**src/rtl/nyq_pkg.sv**
```systemverilog
`default_nettype none
//==============================================================================
// nyq_pkg : shared FSM encoding and counter widths for the Nyquist MAC sequencer
// Rev 1.0
//==============================================================================
package nyq_pkg;

    localparam int unsigned DROP_CNT_WIDTH = 8;

    localparam logic [2:0] c_IDLE    = 3'd0;
    localparam logic [2:0] c_CLEAR   = 3'd1;
    localparam logic [2:0] c_RUN     = 3'd2;
    localparam logic [2:0] c_CAPTURE = 3'd3;
    localparam logic [2:0] c_DONE    = 3'd4;

    typedef enum logic [2:0] {
        ST_IDLE    = c_IDLE,
        ST_CLEAR   = c_CLEAR,
        ST_RUN     = c_RUN,
        ST_CAPTURE = c_CAPTURE,
        ST_DONE    = c_DONE
    } seq_state_t;

endpackage
`default_nettype wire

```
**src/rtl/nyq_mac_seq_if.sv**
```systemverilog
`default_nettype none
//==============================================================================
// nyq_mac_seq_if : sample-write, request/result and MAC/memory signals of the
//                  sequencer; drop_cnt exists only with NYQ_SEQ_DROP_CNT_EN.
// Rev 1.0
//==============================================================================
interface nyq_mac_seq_if #(
    parameter int WIDTH      = 16,
    parameter int ADDR_WIDTH = 4
);
    logic                  samp_wr_en;
    logic [ADDR_WIDTH-1:0] samp_wr_addr;
    logic                  samp_wr_ack;
    logic [ADDR_WIDTH:0]   tap_cnt;
    logic                  start;
    logic                  ready;
    logic [ADDR_WIDTH-1:0] coef_addr;
    logic [ADDR_WIDTH-1:0] samp_addr;
    logic                  mac_clr;
    logic                  mac_wr_en;
    logic [WIDTH-1:0]      mac_out;
    logic [WIDTH-1:0]      result;
    logic                  valid;
    logic                  ack;
`ifdef NYQ_SEQ_DROP_CNT_EN
    logic [nyq_pkg::DROP_CNT_WIDTH-1:0] drop_cnt;

    modport slave (
        input  samp_wr_en, tap_cnt, start, mac_out, ack,
        output samp_wr_addr, samp_wr_ack, ready, coef_addr, samp_addr,
               mac_clr, mac_wr_en, result, valid, drop_cnt
    );
    modport master (
        output samp_wr_en, tap_cnt, start, mac_out, ack,
        input  samp_wr_addr, samp_wr_ack, ready, coef_addr, samp_addr,
               mac_clr, mac_wr_en, result, valid, drop_cnt
    );
`else
    modport slave (
        input  samp_wr_en, tap_cnt, start, mac_out, ack,
        output samp_wr_addr, samp_wr_ack, ready, coef_addr, samp_addr,
               mac_clr, mac_wr_en, result, valid
    );
    modport master (
        output samp_wr_en, tap_cnt, start, mac_out, ack,
        input  samp_wr_addr, samp_wr_ack, ready, coef_addr, samp_addr,
               mac_clr, mac_wr_en, result, valid
    );
`endif
endinterface
`default_nettype wire

```
**src/rtl/nyq_ring_ptr.sv**
```systemverilog
`default_nettype none
//==============================================================================
// nyq_ring_ptr : wrapping pointer over a power-of-two ring, advances on i_inc
// Rev 1.0
//==============================================================================
module nyq_ring_ptr #(
    parameter int ADDR_WIDTH = 4
) (
    input  wire logic                  clk,
    input  wire logic                  rst_n,
    input  wire logic                  i_inc,
    output logic      [ADDR_WIDTH-1:0] o_ptr
);
    logic [ADDR_WIDTH-1:0] r_ptr;

    always_ff @(posedge clk or negedge rst_n) begin
        if (!rst_n) begin
            r_ptr <= '0;
        end else if (i_inc) begin
            r_ptr <= r_ptr + ADDR_WIDTH'(1);
        end
    end

    assign o_ptr = r_ptr;
endmodule
`default_nettype wire

```
**src/rtl/nyq_mac_seq.sv**
```systemverilog
`default_nettype none
//==============================================================================
// nyq_mac_seq : sequences one FIR dot product per request through an external
//               MAC; optional dropped-write counter under NYQ_SEQ_DROP_CNT_EN.
// Rev 1.0
//==============================================================================
module nyq_mac_seq
    import nyq_pkg::*;
#(
    parameter int WIDTH      = 16,
    parameter int NUM_TAPS   = 16,
    parameter int ADDR_WIDTH = 4
) (
    input  wire logic   clk,
    input  wire logic   rst_n,
    nyq_mac_seq_if.slave bus
);
    localparam logic [ADDR_WIDTH:0] c_NUM_TAPS = NUM_TAPS[ADDR_WIDTH:0];

    seq_state_t            r_state;
    seq_state_t            w_state_nxt;
    logic [ADDR_WIDTH:0]   r_taps;
    logic [ADDR_WIDTH:0]   r_cnt;
    logic [ADDR_WIDTH-1:0] r_k;
    logic [ADDR_WIDTH-1:0] r_base;
    logic [WIDTH-1:0]      r_result;
    logic [ADDR_WIDTH-1:0] w_wr_ptr;
    logic [ADDR_WIDTH:0]   w_taps_clamped;
    logic                  w_wr_ok;
    logic                  w_wr_ack;
    logic                  w_run_last;
    logic                  w_mac_clr;
    logic                  w_mac_wr_en;

    assign w_wr_ok        = (r_state == ST_IDLE) || (r_state == ST_DONE);
    assign w_wr_ack       = bus.samp_wr_en && w_wr_ok;
    assign w_taps_clamped = (bus.tap_cnt > c_NUM_TAPS) ? c_NUM_TAPS : bus.tap_cnt;
    assign w_run_last     = (r_cnt == r_taps - (ADDR_WIDTH+1)'(1));

    nyq_ring_ptr #(
        .ADDR_WIDTH(ADDR_WIDTH)
    ) u_wr_ptr (
        .clk   (clk),
        .rst_n (rst_n),
        .i_inc (w_wr_ack),
        .o_ptr (w_wr_ptr)
    );

    always_ff @(posedge clk or negedge rst_n) begin
        if (!rst_n) begin
            r_state <= ST_IDLE;
        end else begin
            r_state <= w_state_nxt;
        end
    end

    always_comb begin
        w_state_nxt = r_state;
        w_mac_clr   = 1'b0;
        w_mac_wr_en = 1'b0;
        unique case (r_state)
            ST_IDLE: begin
                if (bus.start) w_state_nxt = ST_CLEAR;
            end
            ST_CLEAR: begin
                w_mac_clr   = 1'b1;
                w_mac_wr_en = 1'b1;
                w_state_nxt = (r_taps == '0) ? ST_CAPTURE : ST_RUN;
            end
            ST_RUN: begin
                w_mac_wr_en = 1'b1;
                if (w_run_last) w_state_nxt = ST_CAPTURE;
            end
            ST_CAPTURE: begin
                w_state_nxt = ST_DONE;
            end
            ST_DONE: begin
                if (bus.ack) w_state_nxt = ST_IDLE;
            end
            default: begin
                w_state_nxt = ST_IDLE;
            end
        endcase
    end

    // r_k is the tap whose addresses are on the bus; it runs one tap ahead of
    // the MAC because the memories add a cycle of read latency.
    always_ff @(posedge clk or negedge rst_n) begin
        if (!rst_n) begin
            r_taps   <= '0;
            r_cnt    <= '0;
            r_k      <= '0;
            r_base   <= '0;
            r_result <= '0;
        end else begin
            unique case (r_state)
                ST_IDLE: begin
                    if (bus.start) begin
                        r_taps <= w_taps_clamped;
                        r_cnt  <= '0;
                        r_k    <= '0;
                        r_base <= w_wr_ack ? w_wr_ptr : w_wr_ptr - ADDR_WIDTH'(1);
                    end
                end
                ST_CLEAR: begin
                    if (r_taps > (ADDR_WIDTH+1)'(1)) r_k <= ADDR_WIDTH'(1);
                end
                ST_RUN: begin
                    r_cnt <= r_cnt + (ADDR_WIDTH+1)'(1);
                    if (r_cnt + (ADDR_WIDTH+1)'(2) < r_taps) r_k <= r_k + ADDR_WIDTH'(1);
                end
                ST_CAPTURE: begin
                    r_result <= (r_taps == '0) ? '0 : bus.mac_out;
                end
                default: begin
                end
            endcase
        end
    end

`ifdef NYQ_SEQ_DROP_CNT_EN
    logic [DROP_CNT_WIDTH-1:0] r_drop_cnt;

    always_ff @(posedge clk or negedge rst_n) begin
        if (!rst_n) begin
            r_drop_cnt <= '0;
        end else if ((r_state == ST_DONE) && bus.ack) begin
            r_drop_cnt <= '0;
        end else if (bus.samp_wr_en && !w_wr_ok && (r_drop_cnt != '1)) begin
            r_drop_cnt <= r_drop_cnt + DROP_CNT_WIDTH'(1);
        end
    end

    assign bus.drop_cnt = r_drop_cnt;
`endif

    assign bus.samp_wr_addr = w_wr_ptr;
    assign bus.samp_wr_ack  = w_wr_ack;
    assign bus.ready        = (r_state == ST_IDLE);
    assign bus.valid        = (r_state == ST_DONE);
    assign bus.coef_addr    = r_k;
    assign bus.samp_addr    = r_base - r_k;
    assign bus.mac_clr      = w_mac_clr;
    assign bus.mac_wr_en    = w_mac_wr_en;
    assign bus.result       = r_result;
endmodule
`default_nettype wire

```
**src/flat_wrapper.sv**
```systemverilog
// flat-port wrapper written by rule: the top's interface ports become plain ports
module nyq_mac_seq_flat import nyq_pkg::*;
#(
    parameter int WIDTH      = 16,
    parameter int NUM_TAPS   = 16,
    parameter int ADDR_WIDTH = 4
)
  (clk, rst_n, bus_samp_wr_en, bus_tap_cnt, bus_start, bus_mac_out, bus_ack, bus_samp_wr_addr, bus_samp_wr_ack, bus_ready, bus_coef_addr, bus_samp_addr, bus_mac_clr, bus_mac_wr_en, bus_result, bus_valid);
  nyq_mac_seq_if #(.WIDTH(WIDTH), .ADDR_WIDTH(ADDR_WIDTH)) bus_i ();
  input  wire logic clk;
  input  wire logic rst_n;
  input wire logic [$bits(bus_i.samp_wr_en)-1:0] bus_samp_wr_en;
  input wire logic [$bits(bus_i.tap_cnt)-1:0] bus_tap_cnt;
  input wire logic [$bits(bus_i.start)-1:0] bus_start;
  input wire logic [$bits(bus_i.mac_out)-1:0] bus_mac_out;
  input wire logic [$bits(bus_i.ack)-1:0] bus_ack;
  output wire logic [$bits(bus_i.samp_wr_addr)-1:0] bus_samp_wr_addr;
  output wire logic [$bits(bus_i.samp_wr_ack)-1:0] bus_samp_wr_ack;
  output wire logic [$bits(bus_i.ready)-1:0] bus_ready;
  output wire logic [$bits(bus_i.coef_addr)-1:0] bus_coef_addr;
  output wire logic [$bits(bus_i.samp_addr)-1:0] bus_samp_addr;
  output wire logic [$bits(bus_i.mac_clr)-1:0] bus_mac_clr;
  output wire logic [$bits(bus_i.mac_wr_en)-1:0] bus_mac_wr_en;
  output wire logic [$bits(bus_i.result)-1:0] bus_result;
  output wire logic [$bits(bus_i.valid)-1:0] bus_valid;
  assign bus_i.samp_wr_en = bus_samp_wr_en;
  assign bus_i.tap_cnt = bus_tap_cnt;
  assign bus_i.start = bus_start;
  assign bus_i.mac_out = bus_mac_out;
  assign bus_i.ack = bus_ack;
  assign bus_samp_wr_addr = bus_i.samp_wr_addr;
  assign bus_samp_wr_ack = bus_i.samp_wr_ack;
  assign bus_ready = bus_i.ready;
  assign bus_coef_addr = bus_i.coef_addr;
  assign bus_samp_addr = bus_i.samp_addr;
  assign bus_mac_clr = bus_i.mac_clr;
  assign bus_mac_wr_en = bus_i.mac_wr_en;
  assign bus_result = bus_i.result;
  assign bus_valid = bus_i.valid;
  nyq_mac_seq #(.WIDTH(WIDTH), .NUM_TAPS(NUM_TAPS), .ADDR_WIDTH(ADDR_WIDTH)) u_core (.clk(clk), .rst_n(rst_n), .bus(bus_i));
endmodule
```
**config.mk**
```make
export PLATFORM = sky130hd
export DESIGN_NAME = nyq_mac_seq_flat
export DESIGN_NICKNAME = d
export VERILOG_FILES = /design/src/rtl/nyq_pkg.sv /design/src/rtl/nyq_mac_seq_if.sv /design/src/rtl/nyq_ring_ptr.sv /design/src/rtl/nyq_mac_seq.sv /design/src/flat_wrapper.sv
export SDC_FILE = /design/constraint.sdc
export NUM_CORES = 1
export LEC_CHECK = 0
export BUFFER_PORTS_ARGS = -buffer_cell sky130_fd_sc_hd__buf_2
export CORE_ASPECT_RATIO = 1.4
export CORE_MARGIN = 1.5
export CORE_UTILIZATION = 55
export DETAILED_ROUTE_END_ITERATION = 12
export HOLD_SLACK_MARGIN = 0.05
export PLACE_DENSITY_LB_ADDON = 0.15
export SKIP_CTS_REPAIR_TIMING = 1
export SYNTH_ARGS = -nofsm -noshare
export SYNTH_HDL_FRONTEND = slang
export SYNTH_HIERARCHICAL = 1
export SYNTH_SLANG_ARGS = --single-unit
```
**constraint.sdc**
```tcl
create_clock -name clk -period 5 [get_ports clk]
set_input_delay 0.5 -clock clk [delete_from_list [all_inputs] [get_ports clk]]
set_output_delay 0.5 -clock clk [all_outputs]
set_load 0.03 [all_outputs]
```
==> results of run 1 <==
## metal layers
layer  vias to the layer above  global-route usage  part of all wire
met5                         -                   0                 0
met4                         0               0.107             0.029
met3                        11              0.0486             0.045
met2                        45               0.360              0.50
met1                       847               0.250              0.42
li1                        941                   -                 -
## cell type report
| class | count | share of cell area |
|---|---|---|
| Sequential cell | 41 | 0.380 |
| Inverter | 20 | 0.0278 |
| Tap cell | 43 | 0.0199 |
| Multi-Input combinational cell | 177 | 0.433 |
| Clock buffer | 7 | 0.0319 |
| Timing Repair Buffer | 58 | 0.107 |
## cell usage after synthesis, drive strengths merged
cell and n:
a21oi 4, mux2 1, o21ai 35, o31ai 1
o211ai 3, nor3 5, ha 16, or3 2
nor3b 2, a21o 4, o311ai 1, nor4 1
inv 20, nand3b 5, a32o 1, dfrtp 41
o41ai 1, a21boi 1, nand2b 3, o21a 1
or3b 1, nor2 7, clkbuf 5, xor2 6
and2 1, o2111ai 1, buf 4, a22o 1
nand3 7, xnor2 12, a221o 1, nor2b 1
nand4 2, nand2 49, fa 1
## power by group through the flow
| stage | Clock, µW | Sequential [µW] | Combinational [µW] |
|---|---|---|---|
| global placement | 0 | 614 | 1140 |
| global route | 234 | 637 | 1270 |
| finish | 216 | 613 | 1150 |
| floorplan | 0 | 749 | 749 |
| CTS | 222 | 613 | 1160 |
| detailed placement | 0 | 618 | 1150 |
## registers in the layout, summed over array words and instances, names as in the netlist
register,count
u_core/r_base,4
u_core/bus.coef_addr,4
u_core/r_state,3
u_core/r_taps,5
u_core/r_cnt,5
u_core/u_wr_ptr/o_ptr,4
u_core/bus.result,16
## per-stage QoR
step                utilization  power, µW
finish                    0.678       1980
global route              0.678       2140
CTS                       0.678       2000
detailed placement        0.656       1770
global placement          0.656       1750
floorplan                     -       1500
## path summary, 6_finish.rpt
path / start / to / slack, ns / cells past startpoint
max: u_core/r_cnt[2] / u_core/bus.coef_addr[3] / 2.68 / 8
min: rst_n / u_core/bus.result[5] / 0.33 / 1
max reg2reg: u_core/r_cnt[2] / u_core/bus.coef_addr[3] / 2.68 / 8
min reg2reg: u_core/bus.result[11] / u_core/bus.result[11] / 0.48 / 2
max in group asynchronous: rst_n / u_core/r_base[2] / 4.11 / 1
min in group clk: bus_ack / u_core/r_state[2] / 0.41 / 2
## cell families after synthesis
family	share of synthesized area
AND/OR/NAND/NOR	0.190
XOR/XNOR	0.0679
adder cells (fa/ha/maj)	0.0948
buffers and inverters	0.0544
AO/OA/AOI/OAI	0.147
flip-flops	0.442
multiplexers	0.00485
## worst max-delay path, cell delays in order, from the launching register on
cell                       delay (ns)
sky130_fd_sc_hd__dfrtp_1         0.45
sky130_fd_sc_hd__ha_1            0.25
sky130_fd_sc_hd__xor2_1          0.15
sky130_fd_sc_hd__ha_1            0.30
sky130_fd_sc_hd__a21o_1          0.17
sky130_fd_sc_hd__a21oi_1         0.27
sky130_fd_sc_hd__nand4_4         0.16
sky130_fd_sc_hd__or3_1           0.34
sky130_fd_sc_hd__a21boi_1        0.14
==> flow_summary.rst, run 1 <==
.. list-table::
   :header-rows: 1

   * - Metric
     - Value
   * - Final count of negative-setup-slack endpoints
     - 0
   * - Total wirelength of the detailed-routed design
     - roughly 4.5 mm
   * - Largest cells by area after synthesis
     - sky130_fd_sc_hd__dfrtp_1 44%, sky130_fd_sc_hd__ha_1 8.6%, sky130_fd_sc_hd__nand2_1 7.9%
   * - Arr. time, crit path
     - ~2.5 ns
   * - Detail-routed net length per standard cell
     - about 13 µm
   * - Post-synth top area share
     - 0.442
   * - Hold slack
     - about 0.33 ns
   * - Required time of the critical path
     - approximately 5.2 ns
   * - Vias post-DR
     - roughly 1800
   * - Count of maximum capacitance violations
     - 0
   * - Seq cells post-synth
     - 41
   * - Post-synthesis instance total
     - roughly 250
   * - Wire length of the first global-routing pass
     - roughly 7.5 mm
   * - Initial Utilization
     - 0.583
   * - Sink count of the clock tree
     - slightly above 40
   * - DP Wirelength
     - 3.28 mm
   * - Antenna-violating nets left
     - 0
   * - Depth of the CTS H-tree
     - 2
   * - IO Port Bufs
     - 58
   * - Clock-pin slew reported for the worst setup and hold paths after clock tree synthesis
     - approximately 0.070 ns
   * - Boundary pin count
     - 59
   * - Final std cell area, no fill
     - approximately 2700 µm²
   * - Number of nets at the end of the flow
     - 346
   * - Share of power burned in combinational logic
     - 0.581
   * - Avg Vias per Cell
     - 5.33
   * - Synthesized area
     - approximately 2300 µm²
   * - Net count after synthesis
     - 290
   * - Period Utilization, post-route
     - 0.463
   * - Final weighted congestion of routability-driven global placement
     - approximately 0.88
   * - Sequential standard cell area
     - around 1000 µm²
   * - Site row count
     - 27
   * - Vias in the first global route
     - about 1800
   * - Crit. End Element
     - flop
   * - Synth cell types
     - 43
   * - Root buffer cell
     - sky130_fd_sc_hd__clkbuf_8
   * - Die boundary width
     - a little under 60 µm
   * - Highest-count cells in the layout ignoring fill and taps
     - 58 x sky130_fd_sc_hd__buf_2, 49 x sky130_fd_sc_hd__nand2_1, 41 x sky130_fd_sc_hd__dfrtp_1
   * - Filler cell count in the final layout
     - about 330
   * - Status
     - complete, but fails checks
   * - Most frequent standard cell in the layout excluding fill and tap cells
     - sky130_fd_sc_hd__buf_2
   * - DRC viols
     - 6
   * - Largest area contributor in the synthesized netlist
     - sky130_fd_sc_hd__dfrtp_1
   * - Total negative slack for setup checks
     - 0 ns
   * - Transition time at the pin with the least slew margin
     - 0.964 ns
   * - Worst slew margin
     - 0.355
   * - Worst setup path class
     - reg2reg
   * - All-layer global routing usage
     - 0.214
   * - Area of the die
     - ~4600 µm²
   * - Part of the total power dissipated in sequential elements
     - 0.310
   * - Final worst clock skew
     - 0.00316 ns
   * - Internal power of the cells
     - 985 µW
   * - Proportion of total power due to net switching
     - 0.502
   * - Worst min-delay path class
     - in2async
   * - Number of endpoints with negative hold slack in the final report
     - 0
   * - Detailed-routing iteration count for the pre-antenna-repair pass
     - 9
   * - Failing checks
     - DRC
   * - Worst-Skew Late Latency
     - ~0.29 ns
   * - Post-synthesis average cell area
     - 9.41 µm²
   * - PwrDens
     - 732 nW/µm²
   * - Detailed router's first-iteration violation count
     - between 80 and 90
   * - Number of clock buffers inserted by TritonCTS
     - 5
   * - Post-synthesis sequential area ratio
     - 0.442
   * - Non-filler instance count after layout
     - approximately 350
   * - Ant. Diodes
     - 0
   * - Clock share of power
     - 0.109
   * - P&R area growth vs syn
     - 16.3%
   * - Achievable clock frequency
     - approximately 430 MHz
   * - Core Box Area
     - around 4000 µm²
   * - Total overflow reported by the global router
     - 0
   * - Maximum buffer depth of the clock tree
     - 2
   * - Switching power total
     - between 900 and 1000 µW
   * - Number of warning messages in the yosys log
     - 6
   * - Maximum number of pins on one net before global-route repair
     - 42
   * - Critical Path Fanout Max
     - 7
   * - TritonCTS clock tree
     - yes
   * - RSZ-0062 raised after global routing
     - false
   * - Area of the multi-input gates
     - ~1200 µm²
   * - Height of the chip
     - between 70 and 80 µm
   * - Final Max Tran Viols
     - 0
   * - Worst voltage drop across the vdd grid
     - 0.000399 V
   * - Type of origin of the critical path
     - flop
   * - Leak Pwr
     - about 0.0014 µW
   * - Placed inst area
     - 2620 µm²
   * - Ratio of cells with drive above 1 in the final layout
     - 0.248
   * - Post-route setup slack
     - ~2.7 ns
   * - Initial antenna violation count
     - 0
   * - Post-layout minimum cycle time
     - 2.32 ns
   * - Worst slack, placed
     - approximately 2.7 ns
   * - Placed Cells incl. Taps
     - about 340
No activity file was read; power rests on OpenSTA's default activity.
==> run 2, diff against run 1 <==
--- a/config.mk
+++ b/config.mk
@@ -8,7 +8,7 @@
 export BUFFER_PORTS_ARGS = -buffer_cell sky130_fd_sc_hd__buf_2
 export CORE_ASPECT_RATIO = 1.4
 export CORE_MARGIN = 1.5
-export CORE_UTILIZATION = 55
+export CORE_UTILIZATION = 48
 export DETAILED_ROUTE_END_ITERATION = 12
 export HOLD_SLACK_MARGIN = 0.05
 export PLACE_DENSITY_LB_ADDON = 0.15
==> constraint.sdc (replaced) <==
create_clock -name clk -period 2 [get_ports clk]
set_input_delay 0.2 -clock clk [delete_from_list [all_inputs] [get_ports clk]]
set_output_delay 0.2 -clock clk [all_outputs]
set_load 0.03 [all_outputs]
==> run 2 against run 1 <==
The flow finishes with violations (setup timing). Sequential cell count unchanged. Final cell count up 9.5%. Clock skew up 0.0014 ns. Die area up 14%. Highest routed layer unchanged.
==> flow_summary.rst, run 2 (synthesized netlist as in run 1, its figures left out) <==
.. list-table::
   :header-rows: 1

   * - Metric
     - Value
   * - Initial Utilization
     - 0.504 (was 0.583)
   * - Initial antenna violation count
     - 0 (unchanged)
   * - Dominant delay contributor by cell family on the critical path
     - compound AO/OA/AOI/OAI gates (unchanged)
   * - Final count of negative-setup-slack endpoints
     - 2 (was 0)
   * - Worst voltage drop across the vdd grid
     - 0.000751 V (was 0.000399 V)
   * - Period Utilization, post-route
     - 1.05 (was 0.463)
   * - Cell with the largest stage delay on the worst path
     - sky130_fd_sc_hd__dfrtp_1 (unchanged)
   * - RSZ-0062 raised after global routing
     - true (was false)
   * - Leak Pwr
     - 0.00147 µW (was 0.00139 µW)
   * - Depth of the CTS H-tree
     - 2 (unchanged)
   * - Non-filler instance count after layout
     - 379 (was 346)
   * - Status
     - complete, but fails checks (unchanged)
   * - Area of the die
     - 5270 µm² (was 4630 µm²)
   * - Filler cell count in the final layout
     - 420 (was 331)
   * - Total overflow reported by the global router
     - 0 (unchanged)
   * - Placed Cells incl. Taps
     - 367 (was 339)
   * - Switching power total
     - 2530 µW (was 992 µW)
   * - Final weighted congestion of routability-driven global placement
     - 0.847 (was 0.882)
   * - DRC viols
     - 0 (was 6)
   * - IO Port Bufs
     - 58 (unchanged)
   * - Placed inst area
     - 2730 µm² (was 2620 µm²)
   * - Detail-routed net length per standard cell
     - 12.4 µm (was 13.0 µm)
   * - Achievable clock frequency
     - 478 MHz (was 432 MHz)
   * - Number of buffers and inverters on the critical path
     - 0 (unchanged)
   * - Boundary pin count
     - 59 (unchanged)
   * - Count of maximum capacitance violations
     - 0 (unchanged)
   * - Most frequent standard cell in the layout excluding fill and tap cells
     - sky130_fd_sc_hd__buf_2 (unchanged)
   * - Worst min-delay path class
     - in2reg (was in2async)
   * - Number of nets at the end of the flow
     - 359 (was 346)
   * - Vias in the first global route
     - 1743 (was 1757)
   * - Total wirelength of the detailed-routed design
     - 4.72 mm (was 4.52 mm)
   * - Internal power of the cells
     - 2730 µW (was 985 µW)
   * - Number of clock buffers inserted by TritonCTS
     - 5 (unchanged)
   * - All-layer global routing usage
     - 0.195 (was 0.214)
   * - Sink count of the clock tree
     - 41 (unchanged)
   * - Worst slew margin
     - 0.661 (was 0.355)
   * - Required time of the critical path
     - 2.22 ns (was 5.22 ns)
   * - Crit. End Element
     - flop (unchanged)
   * - Number of endpoints with negative hold slack in the final report
     - 0 (unchanged)
   * - Failing checks
     - setup timing (was DRC)
   * - DP Wirelength
     - 3.56 mm (was 3.28 mm)
   * - Worst setup path class
     - reg2reg (unchanged)
   * - Wire length of the first global-routing pass
     - 7.72 mm (was 7.53 mm)
   * - Ratio of cells with drive above 1 in the final layout
     - 0.293 (was 0.248)
   * - Die boundary width
     - 61.8 µm (was 57.9 µm)
   * - Clock share of power
     - 0.129 (was 0.109)
   * - Final Max Tran Viols
     - 0 (unchanged)
   * - Arr. time, crit path
     - 2.31 ns (was 2.54 ns)
   * - Clock-pin slew reported for the worst setup and hold paths after clock tree synthesis
     - 0.08 ns (was 0.07 ns)
   * - Transition time at the pin with the least slew margin
     - 0.507 ns (was 0.964 ns)
   * - Vias post-DR
     - 1891 (was 1844)
   * - Detailed router's first-iteration violation count
     - 47 (was 88)
   * - Avg Vias per Cell
     - 4.99 (was 5.33)
   * - Antenna-violating nets left
     - 0 (unchanged)
   * - Proportion of total power due to net switching
     - 0.481 (was 0.502)
   * - Final worst clock skew
     - 0.00454 ns (was 0.00316 ns)
   * - TritonCTS clock tree
     - yes (unchanged)
   * - Highest-count cells in the layout ignoring fill and taps
     - 58 x sky130_fd_sc_hd__buf_2, 49 x sky130_fd_sc_hd__nand2_1, 40 x sky130_fd_sc_hd__dfrtp_1 (was 58 x sky130_fd_sc_hd__buf_2, 49 x sky130_fd_sc_hd__nand2_1, 41 x sky130_fd_sc_hd__dfrtp_1)
   * - Maximum number of pins on one net before global-route repair
     - 34 (was 42)
   * - Critical Path Fanout Max
     - 5 (was 7)
   * - Root buffer cell
     - sky130_fd_sc_hd__clkbuf_8 (unchanged)
   * - Post-route setup slack
     - -0.0908 ns (was 2.68 ns)
   * - Detailed-routing iteration count for the pre-antenna-repair pass
     - 4 (was 9)
   * - Critical-path cell list
     - ha_2, xor2_1, ha_1, a21o_1, a21oi_2, nand4_4, or3_1, a21boi_1 (was ha_1, xor2_1, ha_1, a21o_1, a21oi_1, nand4_4, or3_1, a21boi_1)
   * - Site row count
     - 29 (was 27)
   * - Ant. Diodes
     - 0 (unchanged)
   * - Part of the total power dissipated in sequential elements
     - 0.282 (was 0.310)
   * - Post-layout minimum cycle time
     - 2.09 ns (was 2.32 ns)
   * - Longest individual stage delay on the worst path
     - 0.39 ns (was 0.45 ns)
   * - Maximum buffer depth of the clock tree
     - 2 (unchanged)
   * - PwrDens
     - 1830 nW/µm² (was 732 nW/µm²)
   * - Flip-flop count of the largest register after layout
     - 16 (unchanged)
   * - Type of origin of the critical path
     - flop (unchanged)
   * - Area of the multi-input gates
     - 1180 µm² (was 1170 µm²)
   * - Height of the chip
     - 85.3 µm (was 79.9 µm)
   * - Final std cell area, no fill
     - 2880 µm² (was 2700 µm²)
   * - Core Box Area
     - 4610 µm² (was 3990 µm²)
   * - Share of power burned in combinational logic
     - 0.589 (was 0.581)
   * - P&R area growth vs syn
     - 24.0% (was 16.3%)
   * - Worst-Skew Late Latency
     - 0.29 ns (about the same)
   * - Sequential standard cell area
     - 1030 µm² (about the same)
-- run 2: cell count changes in the layout (fill, tap and decap cells not counted), sizes merged --
cell / before / now
buf: 58 / 70
bufinv: 0 / 1
dlygate4sd3: 0 / 1
-- run 2: final timing paths --
check / cells after the start / startpoint / to / slack (ns)
hold / removal: 2 / bus_ack / u_core/r_state[2] / 0.09
setup / recovery: 8 / u_core/r_cnt[2] / u_core/bus.coef_addr[3] / -0.09
min in group asynchronous: 2 / rst_n / u_core/bus.result[3] / 0.41
max in group asynchronous: 3 / rst_n / u_core/r_base[2] / 1.11
hold reg to reg: 2 / u_core/bus.result[2] / u_core/bus.result[2] / 0.48
setup reg to reg: 8 / u_core/r_cnt[2] / u_core/bus.coef_addr[3] / -0.09
-- run 2: stage by stage --
step                utilization  power, µW  hold slack, ns  setup TNS (ns)  worst slack [ns]
floorplan                     -       3760         -0.0956         -0.0296           -0.0296
global placement          0.592       4500           0.195        -0.00958          -0.00958
detailed placement        0.592       4550           0.191         -0.0678           -0.0678
CTS                       0.617       5250          -0.122         -0.0887           -0.0887
global route              0.625       5720           0.108          -0.356            -0.193
finish                    0.625       5270          0.0934          -0.166           -0.0908
-- run 2: cell type report --
class,instances,share of cell area
sequential,41,0.356
clock inverter,1,0.0104
timing repair buffer,71,0.140
tap,62,0.0269
inverter,20,0.0261
multi-input combinational,177,0.410
clock buffer,7,0.0300
-- run 2: metal layers --
metal,up-vias,GRT usage,routed length [µm]
li1,970,-,-
met2,50,0.325,2370
met1,862,0.231,2030
met3,9,0.0412,198
met4,0,0.0870,114
met5,-,0,0
-- run 2: power by group through the flow --
stage               sequential, µW  clock [µW]  combinational (µW)
finish                        1490         681                3100
global route                  1560         728                3440
CTS                           1490         701                3070
detailed placement            1500           0                3050
global placement              1490           0                3010
floorplan                     1870           0                1880
==> run 3, diff against run 2 <==
--- a/config.mk
+++ b/config.mk
@@ -5,10 +5,12 @@
 export SDC_FILE = /design/constraint.sdc
 export NUM_CORES = 1
 export LEC_CHECK = 0
+export ABC_AREA = 0
 export BUFFER_PORTS_ARGS = -buffer_cell sky130_fd_sc_hd__buf_2
 export CORE_ASPECT_RATIO = 1.4
 export CORE_MARGIN = 1.5
 export CORE_UTILIZATION = 48
+export CTS_BUF_LIST = sky130_fd_sc_hd__clkbuf_16
 export DETAILED_ROUTE_END_ITERATION = 12
 export HOLD_SLACK_MARGIN = 0.05
 export PLACE_DENSITY_LB_ADDON = 0.15
==> run 3 against run 2 <==
The run still ends with setup timing left. Setup slack got worse by 0.055 ns. Final cell count unchanged. Total power increased by 4.1%. Routed wire length increased by 3.7%. Via count increased by 0.53%.
==> flow_summary.rst, run 3 (synthesized netlist as in run 1, its figures left out) <==
.. list-table::
   :header-rows: 1

   * - Metric
     - Value
   * - Vias post-DR
     - 1901 (was 1891)
   * - Antenna-violating nets left
     - 0 (unchanged)
   * - Avg Vias per Cell
     - 5.02 (was 4.99)
   * - Longest individual stage delay on the worst path
     - 0.38 ns (was 0.39 ns)
   * - P&R area growth vs syn
     - 25.8% (was 24.0%)
   * - Number of gates on the worst path with buffers counted
     - 9 (was 8)
   * - Leak Pwr
     - 0.00150 µW (was 0.00147 µW)
   * - Core Box Area
     - 4610 µm² (unchanged)
   * - Dominant delay contributor by cell family on the critical path
     - compound AO/OA/AOI/OAI gates (unchanged)
   * - Termination of the worst setup path
     - u_core/bus.coef_addr[2] (was u_core/bus.coef_addr[3])
   * - Met1 Usage GRT
     - 0.234 (was 0.231)
   * - Die boundary width
     - 61.8 µm (unchanged)
   * - Period Utilization, post-route
     - 1.07 (was 1.05)
   * - Ratio of cells with drive above 1 in the final layout
     - 0.284 (was 0.293)
   * - Worst voltage drop across the vdd grid
     - 0.000774 V (was 0.000751 V)
   * - RSZ-0062 raised after global routing
     - true (unchanged)
   * - Flip-flop count of the largest register after layout
     - 16 (unchanged)
   * - Depth of the CTS H-tree
     - 2 (unchanged)
   * - Grt met3 use
     - 0.0290 (was 0.0412)
   * - Number of buffers and inverters on the critical path
     - 1 (was 0)
   * - Most frequent standard cell in the layout excluding fill and tap cells
     - sky130_fd_sc_hd__buf_2 (unchanged)
   * - Reg-to-reg setup timing slack
     - -0.15 ns (was -0.09 ns)
   * - Boundary pin count
     - 59 (unchanged)
   * - Highest-count cells in the layout ignoring fill and taps
     - 58 x sky130_fd_sc_hd__buf_2, 49 x sky130_fd_sc_hd__nand2_1, 41 x sky130_fd_sc_hd__dfrtp_1 (was 58 x sky130_fd_sc_hd__buf_2, 49 x sky130_fd_sc_hd__nand2_1, 40 x sky130_fd_sc_hd__dfrtp_1)
   * - Start of the worst register-to-register path
     - u_core/r_cnt[2] (unchanged)
   * - Total overflow reported by the global router
     - 0 (unchanged)
   * - Root buffer cell
     - sky130_fd_sc_hd__clkbuf_16 (was sky130_fd_sc_hd__clkbuf_8)
   * - Post-route setup slack
     - -0.146 ns (was -0.0908 ns)
   * - Post-layout minimum cycle time
     - 2.15 ns (was 2.09 ns)
   * - Required time of the critical path
     - 2.15 ns (was 2.22 ns)
   * - Area of the die
     - 5270 µm² (unchanged)
   * - Final count of negative-setup-slack endpoints
     - 2 (unchanged)
   * - Initial Utilization
     - 0.504 (unchanged)
   * - Vias in the first global route
     - 1767 (was 1743)
   * - Count of maximum capacitance violations
     - 0 (unchanged)
   * - Cell with the largest stage delay on the worst path
     - sky130_fd_sc_hd__dfrtp_1 (unchanged)
   * - Maximum buffer depth of the clock tree
     - 2 (unchanged)
   * - All-layer global routing usage
     - 0.197 (was 0.195)
   * - Worst slew margin
     - 0.667 (was 0.661)
   * - Detailed-routing iteration count for the pre-antenna-repair pass
     - 4 (unchanged)
   * - DRC viols
     - 0 (unchanged)
   * - Number of nets at the end of the flow
     - 359 (unchanged)
   * - Power Total
     - 5480 µW (was 5270 µW)
   * - DP Wirelength
     - 3.56 mm (unchanged)
   * - Site row count
     - 29 (unchanged)
   * - Worst setup path class
     - reg2reg (unchanged)
   * - Maximum number of pins on one net before global-route repair
     - 34 (unchanged)
   * - IO Port Bufs
     - 58 (unchanged)
   * - Worst-Skew Late Latency
     - 0.28 ns (was 0.29 ns)
   * - Worst min-delay path class
     - in2reg (unchanged)
   * - Detailed router's first-iteration violation count
     - 56 (was 47)
   * - Wire length of the first global-routing pass
     - 7.78 mm (was 7.72 mm)
   * - Origin of the worst setup path
     - u_core/r_cnt[2] (unchanged)
   * - PwrDens
     - 1880 nW/µm² (was 1830 nW/µm²)
   * - Total wirelength of the detailed-routed design
     - 4.89 mm (was 4.72 mm)
   * - Crit. End Element
     - flop (unchanged)
   * - Hold-critical path depth
     - 2 (unchanged)
   * - Routing usage on met2
     - 0.331 (was 0.325)
   * - Number of clock buffers inserted by TritonCTS
     - 5 (unchanged)
   * - Ant. Diodes
     - 0 (unchanged)
   * - Status
     - complete, but fails checks (unchanged)
   * - Worst r2r dst
     - u_core/bus.coef_addr[2] (was u_core/bus.coef_addr[3])
   * - Worst slack, placed
     - -0.0678 ns (unchanged)
   * - Final worst clock skew
     - 0.00322 ns (was 0.00454 ns)
   * - Number of endpoints with negative hold slack in the final report
     - 0 (unchanged)
   * - Type of origin of the critical path
     - flop (unchanged)
   * - Placed Cells incl. Taps
     - 367 (unchanged)
   * - Initial antenna violation count
     - 0 (unchanged)
   * - Sink count of the clock tree
     - 41 (unchanged)
   * - TritonCTS clock tree
     - yes (unchanged)
   * - Non-filler instance count after layout
     - 379 (unchanged)
   * - Clock-pin slew reported for the worst setup and hold paths after clock tree synthesis
     - 0.06 ns (was 0.08 ns)
   * - Routing layer with the top usage in global route
     - met2 (unchanged)
   * - Detail-routed net length per standard cell
     - 12.9 µm (was 12.4 µm)
   * - Depth of the worst register-to-register path
     - 9 (was 8)
   * - Final Max Tran Viols
     - 0 (unchanged)
   * - Failing checks
     - setup timing (unchanged)
   * - Critical Path Fanout Max
     - 5 (unchanged)
   * - Critical-path cell list
     - ha_2, xor2_1, ha_1, a21o_1, a21oi_2, nand4_4, buf_4, o211ai_1, o31ai_1 (was ha_2, xor2_1, ha_1, a21o_1, a21oi_2, nand4_4, or3_1, a21boi_1)
   * - Transition time at the pin with the least slew margin
     - 0.499 ns (was 0.507 ns)
   * - Achievable clock frequency
     - 466 MHz (was 478 MHz)
   * - Arr. time, crit path
     - 2.29 ns (was 2.31 ns)
   * - Final cell utilization of the core
     - 0.635 (was 0.625)
   * - Height of the chip
     - 85.3 µm (unchanged)
   * - Final weighted congestion of routability-driven global placement
     - 0.847 (unchanged)
==> run 3: power breakdown <==
| group | leakage [µW] | internal [µW] | total (µW) | switching [µW] |
|---|---|---|---|---|
| Combinational | 0.000894 | 1140 | 3120 | 1970 |
| Sequential | 0.000522 | 1170 | 1490 | 313 |
| Clock | 0.0000826 | 579 | 877 | 298 |
==> run 3: cell type report <==
cell class                      count  area (µm²)
Timing Repair Buffer               71         403
Sequential cell                    41        1030
Clock buffer                        5         125
Fill cell                         415        1680
Clock inverter                      3        37.5
Multi-Input combinational cell    177        1180
Tap cell                           62        77.6
Inverter                           20        75.1
==> run 3: layer usage <==
layer / up-vias / part of all wire
met3: 14 / 0.042
met4: 0 / 0.028
met2: 52 / 0.50
li1: 973 / -
met5: - / 0
met1: 862 / 0.43
==> run 3: how the worst min path moves through the flow <==
stage | startpoint | end | slack [ns]
2_1_floorplan | rst_n | u_core/bus.coef_addr[0] | -0.1
3_3_place_gp | rst_n | u_core/bus.result[3] | 0.19
3_5_place_dp | rst_n | u_core/bus.result[2] | 0.19
4_1_cts | rst_n | u_core/bus.result[2] | -0.11
5_1_grt | bus_ack | u_core/r_state[2] | 0.13
6_report | bus_ack | u_core/r_state[2] | 0.10
==> run 3: metrics by stage <==
stage	instance area, µm²	setup TNS [ns]	hold slack, ns
global placement	2730	-0.00958	0.195
finish	2920	-0.221	0.104
floorplan	2330	-0.0296	-0.0956
detailed placement	2730	-0.0678	0.191
global route	2920	-0.453	0.134
CTS	2890	-0.0848	-0.107
